**src/rtl/qproc_inport_fifo.sv**
```systemverilog
// Per-port input FIFOs with status flags and a processor-driven pop handshake.
// Optional head timestamps: define QPROC_INPORT_TSTAMP_EN.
module qproc_inport_fifo #(
   parameter  int PORT_QTY = 2,
   parameter  int DW       = 64,
   parameter  int DEPTH    = 4,
   parameter  int OVF_MODE = 0,
   localparam int SELW     = (PORT_QTY > 1) ? $clog2(PORT_QTY) : 1,
   localparam int PW       = $clog2(DEPTH),
   localparam int CW       = PW + 1
) (
   input  logic                   c_clk_i,
   input  logic                   c_rst_ni,
   input  logic                   c_clear,
   input  logic [PORT_QTY-1:0]    port_tvalid_i,
   input  logic [DW*PORT_QTY-1:0] port_tdata_i,
   input  logic                   rd_en_i,
   input  logic [SELW-1:0]        rd_sel_i,
`ifdef QPROC_INPORT_TSTAMP_EN
   input  logic [47:0]            t_time_i,
   output logic [48*PORT_QTY-1:0] port_ttime_o,
`endif
   output logic [PORT_QTY-1:0]    port_tnew_o,
   output logic [DW*PORT_QTY-1:0] port_tdata_o,
   output logic [PORT_QTY-1:0]    port_full_o,
   output logic [PORT_QTY-1:0]    port_ovf_o,
   output logic [CW*PORT_QTY-1:0] port_cnt_o
);

   logic [PORT_QTY-1:0][PW-1:0] wr_ptr_q, wr_ptr_d;
   logic [PORT_QTY-1:0][PW-1:0] rd_ptr_q, rd_ptr_d;
   logic [PORT_QTY-1:0][CW-1:0] cnt_q, cnt_d;
   logic [PORT_QTY-1:0]         ovf_q, ovf_d;
   logic [PORT_QTY-1:0]         wr_en;
   logic [PORT_QTY-1:0]         pop_ok;
   logic [PORT_QTY-1:0]         full;

   logic [DW-1:0] mem_q [PORT_QTY][DEPTH];
`ifdef QPROC_INPORT_TSTAMP_EN
   logic [47:0]   ts_mem_q [PORT_QTY][DEPTH];
`endif

   always_comb begin
      wr_ptr_d = wr_ptr_q;
      rd_ptr_d = rd_ptr_q;
      cnt_d    = cnt_q;
      ovf_d    = ovf_q;
      wr_en    = '0;
      pop_ok   = '0;
      full     = '0;
      for (int p = 0; p < PORT_QTY; p++) begin
         full[p]   = (cnt_q[p] == CW'(DEPTH));
         pop_ok[p] = rd_en_i && (int'(rd_sel_i) == p) && (cnt_q[p] != '0);
         if (c_clear) begin
            wr_ptr_d[p] = '0;
            rd_ptr_d[p] = '0;
            cnt_d[p]    = '0;
            ovf_d[p]    = 1'b0;
         end else if (port_tvalid_i[p] && (!full[p] || pop_ok[p])) begin
            // A same-cycle pop frees the slot, so a full FIFO still accepts the push.
            wr_en[p]    = 1'b1;
            wr_ptr_d[p] = wr_ptr_q[p] + PW'(1);
            if (pop_ok[p]) rd_ptr_d[p] = rd_ptr_q[p] + PW'(1);
            else           cnt_d[p]    = cnt_q[p] + CW'(1);
         end else if (port_tvalid_i[p]) begin
            ovf_d[p] = 1'b1;
            if (OVF_MODE != 0) begin
               wr_en[p]    = 1'b1;
               wr_ptr_d[p] = wr_ptr_q[p] + PW'(1);
               rd_ptr_d[p] = rd_ptr_q[p] + PW'(1);
            end
         end else if (pop_ok[p]) begin
            rd_ptr_d[p] = rd_ptr_q[p] + PW'(1);
            cnt_d[p]    = cnt_q[p] - CW'(1);
         end
      end
   end

   always_ff @(posedge c_clk_i or negedge c_rst_ni) begin
      if (!c_rst_ni) begin
         wr_ptr_q <= '0;
         rd_ptr_q <= '0;
         cnt_q    <= '0;
         ovf_q    <= '0;
      end else begin
         wr_ptr_q <= wr_ptr_d;
         rd_ptr_q <= rd_ptr_d;
         cnt_q    <= cnt_d;
         ovf_q    <= ovf_d;
      end
   end

   // Storage is not reset; an empty FIFO masks its head to zero.
   always_ff @(posedge c_clk_i) begin
      for (int p = 0; p < PORT_QTY; p++) begin
         if (wr_en[p]) begin
            mem_q[p][wr_ptr_q[p]] <= port_tdata_i[p*DW +: DW];
`ifdef QPROC_INPORT_TSTAMP_EN
            ts_mem_q[p][wr_ptr_q[p]] <= t_time_i;
`endif
         end
      end
   end

   always_comb begin
      port_tnew_o  = '0;
      port_full_o  = '0;
      port_ovf_o   = '0;
      port_cnt_o   = '0;
      port_tdata_o = '0;
`ifdef QPROC_INPORT_TSTAMP_EN
      port_ttime_o = '0;
`endif
      for (int p = 0; p < PORT_QTY; p++) begin
         port_tnew_o[p]          = (cnt_q[p] != '0);
         port_full_o[p]          = full[p];
         port_ovf_o[p]           = ovf_q[p];
         port_cnt_o[p*CW +: CW]  = cnt_q[p];
         if (cnt_q[p] != '0) begin
            port_tdata_o[p*DW +: DW] = mem_q[p][rd_ptr_q[p]];
`ifdef QPROC_INPORT_TSTAMP_EN
            port_ttime_o[p*48 +: 48] = ts_mem_q[p][rd_ptr_q[p]];
`endif
         end
      end
   end

endmodule

```
**config.mk**
```make
export PLATFORM = sky130hd
export DESIGN_NAME = qproc_inport_fifo
export DESIGN_NICKNAME = d
export VERILOG_FILES = /design/src/rtl/qproc_inport_fifo.sv
export SDC_FILE = /design/constraint.sdc
export NUM_CORES = 1
export LEC_CHECK = 0
export ABC_AREA = 0
export CORE_UTILIZATION = 30
export DETAILED_ROUTE_END_ITERATION = 7
export SYNTH_ARGS = -nofsm -noshare
export SYNTH_HDL_FRONTEND = slang
export SYNTH_SLANG_ARGS = --single-unit
```
**constraint.sdc**
```tcl
create_clock -name c_clk_i -period 6.05 [get_ports c_clk_i]
set_input_delay 0.9075 -clock c_clk_i [delete_from_list [all_inputs] [get_ports c_clk_i]]
set_output_delay 0.9075 -clock c_clk_i [all_outputs]
set_load 0.005 [all_outputs]
```
### Word-level counts from Yosys, hierarchy flattened

Memory sizes are Yosys's and may differ from the RTL's.
Cells that the tools add are included.

* flip-flop bits (word level): 16
* memory bits (writable): 512
* bits of input ports: 135
* logic and storage cells: 108
* memories: 1

* add/subtract/negate cells: 8
* $lt $le $gt $ge: 6
* eq/ne operators: 8
* muxes and demuxes: 48
* bitwise logic cells: 5
* reductions and logical operators: 24

Memory list
* mem_q: depth 2, bits a word 256, rd ports 2, clocked after memory_dff 0, write ports 2, line 38 `logic [DW-1:0] mem_q [PORT_QTY][DEPTH];`

Operators by type and width (number)
* two-way mux 256 bit: 2
* two-way mux 64 bit: 8
* binary-select mux 64 bit (select 2 bit): 2
* demux 64 bit (select 2 bit): 2
* two-way mux 3 bit: 10
* two-way mux 2 bit: 12
* >= comparator 3 bit (second input constant): 4
* two-way mux 1 bit: 12
* inverter 2 -> 3 bit: 4
* nonzero test 3 bit: 4
* adder 2 x 1 -> 2 bit (second input constant): 4
* logical AND 1 bit: 8
* nonzero test 2 bit: 4
* adder 3 x 1 -> 3 bit (second input constant): 2
* equality test 3 bit (second input constant): 2
* < comparator 3 x 1 -> 1 bit (second input constant): 2
* != test 3 x 2 -> 1 bit (second input constant): 2
* != test 3 bit (second input constant): 2
* AND reduction 3 bit: 2
* subtractor 3 x 1 -> 3 bit (second input constant): 2
* != test 2 bit (second input constant): 2
* AND reduction 2 bit: 2
* logical NOT 1 bit: 2
* logical OR 1 bit: 2
* inverter 1 bit: 1

### Longest topological paths before layout

Gate-level depths: netlist (run 1).

* word-level depth: 9
* gate-level depth with buffers: 9
* mapped depth without buffers: 8

### Worst setup path after synthesis (run 1)

No wires, ideal clock.

* path type: input -> register
* start: in rd_sel_i
* end: mem mem_q[0][256] (netlist bit) (enable)
* library setup time: 0.578 ns
* arrival time: 6.139 ns
* setup slack: -0.667 ns
* stages: 4
* buffers on the path: 1
* cells stage by stage: nand2_1 > a31o_2 > buf_2 > nor3b_1

RTL lines
* from (decl): line 18 `input logic [SELW-1:0] rd_sel_i,`
* to (decl): line 38

### Worst setup path after layout (run 1)

* start: reg rd_ptr_q[3] (netlist bit)
* end: out port_tdata_o[124]

* word-level cells in the longest chain between the ends: 5

Ends and longest elaborated chain
* from (decl): line 31 `logic [PORT_QTY-1:0][PW-1:0] rd_ptr_q, rd_ptr_d;`
* from (signal assigned): line 87 `rd_ptr_q <= rd_ptr_d;`
* inverter 2 -> 3 bit (implied by the code): line 120 `port_tdata_o[p*DW +: DW] = mem_q[p][rd_ptr_q[p]];`
* binary-select mux 64 bit (select 2 bit): line 120
* two-way mux 64 bit (implied by the code) (2 in a row): line 120
* two-way mux 64 bit: line 119 `if (cnt_q[p] != '0) begin`
* to (decl): line 24 `output logic [DW*PORT_QTY-1:0] port_tdata_o,`

Every way passes these cells. The select of a mux whose other input is x is not followed.

==> flow_summary_export.csv, run 1 <==
group,metric,value,unit
floorplanning,die_h,263,um
worst_setup_path,rrSetupSlack,3.51,ns
clocking,clock_latency,0.60,ns
logic_synthesis,yosysMostFrequentCell,"edfxtp_1",
placement,gp_congestion,0.693,
logic_synthesis,synth.top_cell.area_share,0.754,
logic_synthesis,synth_edf_count,512,
route,wl_per_cell,20.7,um
grt,gr-total-overflow,0,
logic_synthesis,synth_area_per_cell,21.9,um^2
flow_run,max_cap_viol_count,0,
clocking,clk_pin_slew,0.06,ns
placement,pre_cts_slack,2.38,ns
logic_synthesis,netlist_instances,932,
grt,grt_usage,0.129,
clocking,cts-root-buf,"clkbuf_16",
route,route.detailed.drc,0,
clocking,cts_tree,"built",
min_path,holdPathStages,2,
worst_setup_path,rr_endpoint,"mem_q[0][350]$_DFFE_PP_",
logic_synthesis,netlist.top_cell.by_area,"edfxtp_1",
grt,grt_max_degree,66,
placement,dpl.hpwl,25.2,mm
timing,rsz0062_at_grt,"false",
floorplanning,start_util,0.303,
pwr,cellLeakagePower,8.17,nW
clocking,cts-htree-levels,2,
floorplanning,rows,95,
layout,layout.nets,1377,
grt,antenna_found_initial,7,
worst_setup_path,critPathLaunchType,"register",
pwr,powerDensity,398,nW/um^2
logic_synthesis,ys_top_cells_by_count,"edfxtp_1, and2_1, mux4_2",
logic_synthesis,synthesis.area,20400,um^2
logic_synthesis,yosysWarnings,0,
route,vias_per_cell,4.59,
timing,fmaxAchievable,0.244,GHz
clocking,cts-resized-gates,0,
worst_setup_path,r2r_cells,4,
floorplanning,die_width,263,um
min_path,min-delay-path-class,"register to register",
status,status,"complete, no violations",
logic_synthesis,ys_seq_area_frac,0.773,
timing,worst_pin_slew,1.11,ns
pwr,irDropWorstVdd,0.000278,V
timing,setup_viol,0,
worst_setup_path,worstPathRequired,5.14,ns
clocking,clkSinkCount,528,
worst_setup_path,arrival,3.19,ns
logic_synthesis,synth_ff_type,"edfxtp_1",
logic_synthesis,ys_top_cells_by_area,"edfxtp_1, mux4_2, and2_1",
worst_setup_path,critPathMaxFanout,41,
layout,drive_above_1_share,0.194,
clocking,cts_setup_buffers,0,
route,drtIter0Drc,569,
floorplanning,die_area,69100,um^2
route,first_pass_iters,4,
logic_synthesis,async_reset_ff_frac,0.0303,
floorplanning,io_pins,275,
logic_synthesis,ys_types,41,
logic_synthesis,ys_seq_elements,528,
placement,portBuffers,274,
timing,slew_headroom,0.261,
logic_synthesis,syn_nets,1077,
timing,hold_viol_final,0,
timing,finalClockSkew,0.0142,ns
worst_setup_path,cp-startpoint,"rd_ptr_q[3]$_DFFE_PN0P_",
clocking,numCtsBuffers,57,
route,ant_nets,0,
worst_setup_path,endpoint,"port_tdata_o[124]",
timing,setup_ws,1.95,ns
grt,grt_pass1_vias,10800,
route,num_vias,9867,
worst_setup_path,r2r_start,"port_cnt_o[4]$_DFFE_PN0P_",
timing,period_needed,4.10,ns
floorplanning,coreArea,67300,um^2
timing,fin_crit_sh,0.677,
worst_setup_path,critPathCaptureType,"primary output",
timing,drv_slew,0,
clocking,cts_hold_buf,0,
worst_setup_path,path_class,"register to primary output",
grt,grt_pass1_wl,67.7,mm
route,wl,44.4,mm
layout,area_growth,27.6,%
clocking,clockBufferDepth,3,
pwr,finalPower,10.4,mW
==> how the worst min path moves through the flow <==
stage                         startpoint                        end  slack, ns
2_1_floorplan  port_ovf_o[0]$_DFFE_PN0P_  port_ovf_o[0]$_DFFE_PN0P_       0.49
3_3_place_gp   port_ovf_o[1]$_DFFE_PN0P_  port_ovf_o[1]$_DFFE_PN0P_       0.51
3_5_place_dp   port_ovf_o[1]$_DFFE_PN0P_  port_ovf_o[1]$_DFFE_PN0P_       0.49
4_1_cts        port_ovf_o[1]$_DFFE_PN0P_  port_ovf_o[1]$_DFFE_PN0P_       0.51
5_1_grt        port_ovf_o[1]$_DFFE_PN0P_  port_ovf_o[1]$_DFFE_PN0P_       0.55
6_report       port_ovf_o[1]$_DFFE_PN0P_  port_ovf_o[1]$_DFFE_PN0P_       0.51
==> layout make-up <==
type,count,area [um^2]
Antenna cell,2,5.00
Clock buffer,68,1510
Clock inverter,36,335
Fill cell,6058,41200
Inverter,14,52.6
Multi-Input combinational cell,341,4370
Sequential cell,528,15800
Tap cell,873,1090
Timing Repair Buffer,290,2890
==> sequential cells by signal, summed over array words and instances, names as in the netlist <==
| name | cells |
|---|---|
| mem_q | 512 |
| port_cnt_o | 6 |
| port_ovf_o | 2 |
| rd_ptr_q | 4 |
| wr_ptr_q | 4 |
==> power breakdown <==
part           internal (mW)  leakage, nW  total, mW  switching (mW)
clock network           2.03        0.901       3.41            1.39
registers               4.25         4.85       4.36           0.111
logic                   1.47         2.42       2.60            1.13
==> per-layer routing <==
layer / track usage / vias up / wire length [um]
met1: 0.162 / 5122 / 18700
met4: 0.0367 / 10 / 917
met5: 0 / - / 65
met2: 0.209 / 293 / 20900
met3: 0.0483 / 74 / 3940
li1: - / 4368 / -
==> kinds of logic after synthesis <==
family / Yosys count / share of synthesized area
adders and majority gates: 10 / 0.00687
buffers and inverters: 63 / 0.0153
xor gates and xnor gates: 7 / 0.00300
muxes: 132 / 0.143
and+or+nand+nor: 174 / 0.0513
AOI/OAI and AO/OA: 18 / 0.00699
DFF: 528 / 0.773
==> cell usage in the layout, fill, tap and decap left out, types with 8 or more instances in the layout <==
master,netlist,final
edfxtp_1,512,512
clkdlybuf4s50_1,0,274
and2_1,129,129
mux4_2,128,128
clkbuf_16,0,59
nor2_1,18,18
buf_4,0,14
clkinv_1,0,13
inv_1,14,12
dfrtp_1,16,12
clkinv_2,0,11
clkbuf_1,21,9
ha_1,8,8
==> worst max-delay path, stage by stage (launching register included) <==
cell	delay (ns)
dfrtp_2	0.80
buf_4	0.64
mux4_2	0.39
and2_1	0.18
clkdlybuf4s50_1	0.51
==> through the flow <==
stage,cell area (um^2),setup TNS (ns),hold slack [ns],cells,util
6_report,26000,0,0.507,2152,0.387
5_1_grt,26000,0,0.552,2150,0.387
4_1_cts,26000,0,0.508,2150,0.387
3_3_place_gp,24200,0,0.510,2046,0.360
3_5_place_dp,24200,0,0.495,2046,0.360
2_1_floorplan,20400,-239.60,0.486,932,-
Power figures use the tool's default switching activity.
==> run 2, diff against run 1 <==
==> constraint.sdc (replaced) <==
create_clock -name c_clk_i -period 3.95 [get_ports c_clk_i]
set_input_delay 0.5925 -clock c_clk_i [delete_from_list [all_inputs] [get_ports c_clk_i]]
set_output_delay 0.5925 -clock c_clk_i [all_outputs]
set_load 0.005 [all_outputs]
==> run 2 against run 1 <==
Against the previous run: flip-flop and latch count unchanged; largest cell class unchanged; wire length up 1.6%; sequential share of layout area down 0.54 points; non-clock buffer count up 20; highest routed layer unchanged; final cell count up 0.79%.
==> flow_summary_export.csv, run 2 (synthesized netlist as in run 1, its figures left out) <==
group,metric,value,unit
status,status,"complete, no violations",
pwr,finalPower,15.7,mW
grt,use_met3,0.0579,
worst_setup_path,critPathLaunchType,"register",
floorplanning,start_util,0.303,
worst_setup_path,arrival,3.03,ns
worst_setup_path,cpPeakStageDelay,0.87,ns
grt,grt_pass1_wl,68.3,mm
grt,grt_max_degree,65,
timing,worst_pin_slew,1.01,ns
grt,use_met2,0.203,
pwr,cellLeakagePower,8.28,nW
layout,layout.nets,1396,
floorplanning,rows,95,
placement,gp_congestion,0.708,
timing,setup_viol,0,
clocking,cts_tree,"built",
pwr,powerDensity,596,nW/um^2
placement,portBuffers,274,
pwr,irDropWorstVdd,0.000365,V
timing,holdWs,0.473,ns
route,route.detailed.drc,0,
timing,hold_viol_final,0,
clocking,clkSinkCount,528,
route,vias_per_cell,4.62,
layout,fillers,6075,
timing,finalClockSkew,0.0153,ns
timing,slew_headroom,0.325,
flow_run,max_cap_viol_count,0,
timing,period_needed,3.62,ns
clocking,numCtsBuffers,56,
layout,multi_input_area,4410,um^2
clocking,cts-root-buf,"clkbuf_16",
route,drtIter0Drc,585,
layout,regArea,15800,um^2
clocking,clk_pin_slew,0.06,ns
floorplanning,die_width,263,um
worst_setup_path,critPathCaptureType,"primary output",
grt,grt_usage,0.131,
layout,final_common_cell,"edfxtp_1",
layout,drive_above_1_share,0.203,
clocking,cts-htree-levels,2,
grt,antenna_found_initial,14,
min_path,min-delay-path-class,"input port to async pin",
worst_setup_path,path_cells,"buf_12, mux4_2, and2_1, clkdlybuf4s50_1",
timing,drv_slew,0,
layout,area_growth,28.7,%
layout,largest_reg_flops,512,
placement,dpl.hpwl,28.2,mm
floorplanning,io_pins,275,
timing,rsz0062_at_grt,"false",
route,num_vias,10000,
route,first_pass_iters,4,
worst_setup_path,crit_path_top_delay_cell,"dfrtp_4",
timing,fin_crit_sh,0.916,
floorplanning,die_area,69100,um^2
clocking,clockBufferDepth,3,
clocking,cts-resized-gates,0,
grt,use_met1,0.168,
grt,gr-total-overflow,0,
floorplanning,die_h,263,um
grt,grt_busiest_layer,"met2",
clocking,cts_setup_buffers,0,
grt,grt_pass1_vias,10700,
clocking,clock_latency,0.60,ns
route,wl,45.2,mm
worst_setup_path,path_class,"register to primary output",
floorplanning,coreArea,67300,um^2
worst_setup_path,critPathMaxFanout,32,
clocking,cts_hold_buf,0,
worst_setup_path,worstPathRequired,3.36,ns
layout,layout_common_cells,"edfxtp_1, clkdlybuf4s50_1, and2_1, mux4_2, clkbuf_16",
route,wl_per_cell,20.8,um
route,ant_nets,0,
timing,fmaxAchievable,0.276,GHz
[run 2: cell types whose count changed in the layout (fill, tap and decap cells not counted), moves of 3 or more]
cell / delta
bufinv_16: -5
buf_12: +16
inv_6: +3
buf_4: +4
clkbuf_8: +3
nor3b_2: -6
clkinv_1: -3
clkbuf_1: +5
nor3b_4: +6
[run 2: cell type report]
type,instances,share of cell area
inverter,14,0.00200
clock inverter,26,0.00629
tap,873,0.0416
multi-input combinational,341,0.168
timing repair buffer,310,0.123
clock buffer,74,0.0579
sequential,528,0.601
antenna,3,0.000286
[run 2: routing by layer]
metal,part of all wire,vias up
li1,-,4403
met5,0.0033,-
met1,0.42,5188
met3,0.10,77
met2,0.46,332
met4,0.016,22
[run 2: where the power goes]
group | total, mW | switching [mW] | leakage, nW | internal [mW]
logic | 4.12 | 1.77 | 2.59 | 2.35
registers | 6.69 | 0.194 | 4.85 | 6.50
clock network | 4.85 | 2.10 | 0.830 | 2.76
[run 2: final timing paths]
kind	from	endpoint	slack [ns]	depth (start not counted)
setup reg to reg	port_cnt_o[2]$_DFFE_PN0P_	port_cnt_o[2]$_DFFE_PN0P_	1.44	8
max in group asynchronous	c_rst_ni	rd_ptr_q[2]$_DFFE_PN0P_	2.86	1
hold reg to reg	port_ovf_o[0]$_DFFE_PN0P_	port_ovf_o[0]$_DFFE_PN0P_	0.51	2
setup / recovery	rd_ptr_q[0]$_DFFE_PN0P_	port_tdata_o[11]	0.33	4
hold / removal	c_rst_ni	rd_ptr_q[0]$_DFFE_PN0P_	0.47	1
min in group c_clk_i	port_ovf_o[0]$_DFFE_PN0P_	port_ovf_o[0]$_DFFE_PN0P_	0.51	2
[run 2: per-stage QoR]
stage          setup slack (ns)  cell area (um^2)  cells  utilization  TNS, ns
2_1_floorplan            -0.200             20500    932            -   -51.28
3_3_place_gp              0.837             24600   2066        0.365        0
3_5_place_dp              0.842             24600   2066        0.365        0
4_1_cts                   0.196             26300   2166        0.390        0
5_1_grt                  0.0894             26300   2166        0.390        0
6_report                  0.332             26300   2169        0.390        0
[run 2: critical path, delay by kind of cell (launching register included)]
kind          cells  cell delay [ns]
flops             1             0.87
buf+inv           2             0.77
mux               1             0.53
simple gates      1             0.19
==> run 3, diff against run 2 <==
--- a/config.mk
+++ b/config.mk
@@ -6,8 +6,10 @@
 export NUM_CORES = 1
 export LEC_CHECK = 0
 export ABC_AREA = 0
-export CORE_UTILIZATION = 30
+export CORE_MARGIN = 5
+export CORE_UTILIZATION = 50
 export DETAILED_ROUTE_END_ITERATION = 7
+export PLACE_DENSITY = 0.79
 export SYNTH_ARGS = -nofsm -noshare
 export SYNTH_HDL_FRONTEND = slang
 export SYNTH_SLANG_ARGS = --single-unit
==> run 3 against run 2 <==
Against the previous run: flip-flop and latch count stayed put; global-route usage is 5.4 points higher; first-iteration DRC count is 6.2% higher; critical path depth stayed put; hold slack hardly changed; wire length is 7.6% lower; maximum frequency is 0.31% lower; count of clock-buffer cells in the layout is 3 lower; worst setup slack worse by 0.011 ns; via count is 1.1% lower; critical endpoint is now port_tdata_o[34]; utilization is 24 points higher; non-clock buffer count is 5 lower; largest cell class unchanged.
==> flow_summary_export.csv, run 3 (synthesized netlist as in run 1, its figures left out) <==
group,metric,value,unit
layout,largest_reg_flops,512,
clocking,cts_hold_buf,0,
timing,worst_pin_slew,0.886,ns
min_path,min-delay-path-class,"input port to async pin",
grt,antenna_found_initial,3,
worst_setup_path,cp-startpoint,"rd_ptr_q[0]$_DFFE_PN0P_",
pwr,powerDensity,593,nW/um^2
status,status,"complete, no violations",
clocking,clkSinkCount,528,
layout,layout_common_cells,"edfxtp_1, clkdlybuf4s50_1, and2_1, mux4_2, clkbuf_16",
worst_setup_path,critPathLaunchType,"register",
worst_setup_path,worstPathRequired,3.36,ns
layout,drive_above_1_share,0.192,
layout,postLayoutCoreUtil,0.630,
pwr,irDropWorstVdd,0.000482,V
grt,grt_usage,0.185,
clocking,clock_latency,0.59,ns
route,route.detailed.drc,0,
timing,holdWs,0.473,ns
route,wl_per_cell,23.0,um
worst_setup_path,r2r_cells,8,
worst_setup_path,critPathCaptureType,"primary output",
worst_setup_path,rrSetupSlack,1.39,ns
route,wl,41.7,mm
placement,gp_congestion,0.753,
timing,setup_viol,0,
floorplanning,rows,74,
pwr,cellLeakagePower,8.16,nW
grt,gr-total-overflow,0,
clocking,cts-root-buf,"clkbuf_16",
timing,period_needed,3.63,ns
layout,fillers,2708,
placement,portBuffers,274,
timing,rsz0062_at_grt,"false",
floorplanning,coreArea,40600,um^2
timing,hold_viol_final,0,
flow_run,max_cap_viol_count,0,
route,first_pass_iters,4,
timing,drv_slew,0,
clocking,cts_setup_buffers,0,
grt,grt_max_degree,66,
worst_setup_path,arrival,3.04,ns
route,drtIter0Drc,621,
floorplanning,start_util,0.502,
clocking,cts-resized-gates,0,
layout,area_growth,25.4,%
floorplanning,io_pins,275,
timing,fmaxAchievable,0.276,GHz
timing,fin_crit_sh,0.919,
worst_setup_path,r2r_start,"port_cnt_o[2]$_DFFE_PN0P_",
route,ant_nets,0,
clocking,cts_tree,"built",
floorplanning,die_width,212,um
clocking,numCtsBuffers,52,
worst_setup_path,path_class,"register to primary output",
placement,dpl.hpwl,26.0,mm
grt,grt_pass1_wl,63.3,mm
floorplanning,die_area,44900,um^2
clocking,cts-htree-levels,2,
floorplanning,die_h,212,um
route,vias_per_cell,5.46,
worst_setup_path,rr_endpoint,"port_cnt_o[2]$_DFFE_PN0P_",
grt,grt_pass1_vias,10600,
timing,finalClockSkew,0.0245,ns
clocking,clk_pin_slew,0.06,ns
clocking,clockBufferDepth,3,
worst_setup_path,critPathMaxFanout,35,
route,num_vias,9911,
layout,layout.nets,1387,
layout,final_common_cell,"edfxtp_1",
timing,slew_headroom,0.408,
-- run 3: cell count changes in the layout (fill, tap and decap cells not counted), sizes merged --
cell and delta:
clkinv -3, clkinvlp +1, clkbuf -3, buf -5, diode -2
-- run 3: cell type report --
class | count | area, um^2 | area share
multi-input combinational | 341 | 4410 | 0.172
timing repair buffer | 305 | 3140 | 0.123
sequential | 528 | 15800 | 0.617
clock inverter | 24 | 149 | 0.00582
tap | 532 | 666 | 0.0260
clock buffer | 71 | 1390 | 0.0545
antenna | 1 | 2.50 | 0.0000978
inverter | 14 | 52.6 | 0.00205
-- run 3: through the flow --
stage	power [mW]	setup TNS, ns	instance area (um^2)	std cells	setup WS [ns]
detailed placement	10.9	0	24000	1720	0.866
global route	15.9	0	25600	1815	0.133
global placement	10.8	0	24000	1720	0.878
CTS	15.4	0	25600	1815	0.219
floorplan	8.52	-51.28	20500	932	-0.200
finish	15.2	0	25600	1816	0.321
-- run 3: how the worst max path moves through the flow --
stage,to,slack (ns),cells past startpoint
2_1_floorplan,mem_q[0][256]$_DFFE_PP_,-0.20,4
3_3_place_gp,port_tdata_o[2],0.88,4
3_5_place_dp,port_tdata_o[30],0.87,4
4_1_cts,port_tdata_o[10],0.22,4
5_1_grt,port_tdata_o[34],0.13,4
6_report,port_tdata_o[34],0.32,4
-- run 3: routing by layer --
metal,part of all wire,vias up,global-route usage
met5,0.00069,-,0
met4,0.016,4,0.0415
met3,0.099,51,0.0643
met2,0.49,332,0.300
met1,0.39,5143,0.248
li1,-,4381,-
-- run 3: where the power goes --
part	switching [mW]	leakage, nW	internal (mW)
combinational	1.68	2.55	2.30
sequential	0.199	4.85	6.50
clock	1.96	0.749	2.53
total	3.84	8.16	11.3
-- run 3: critical path: stages, from the launching register on --
cell	delay, ns
dfrtp_4	0.87
buf_4	0.36
mux4_2	0.52
and2_1	0.18
clkdlybuf4s50_1	0.48
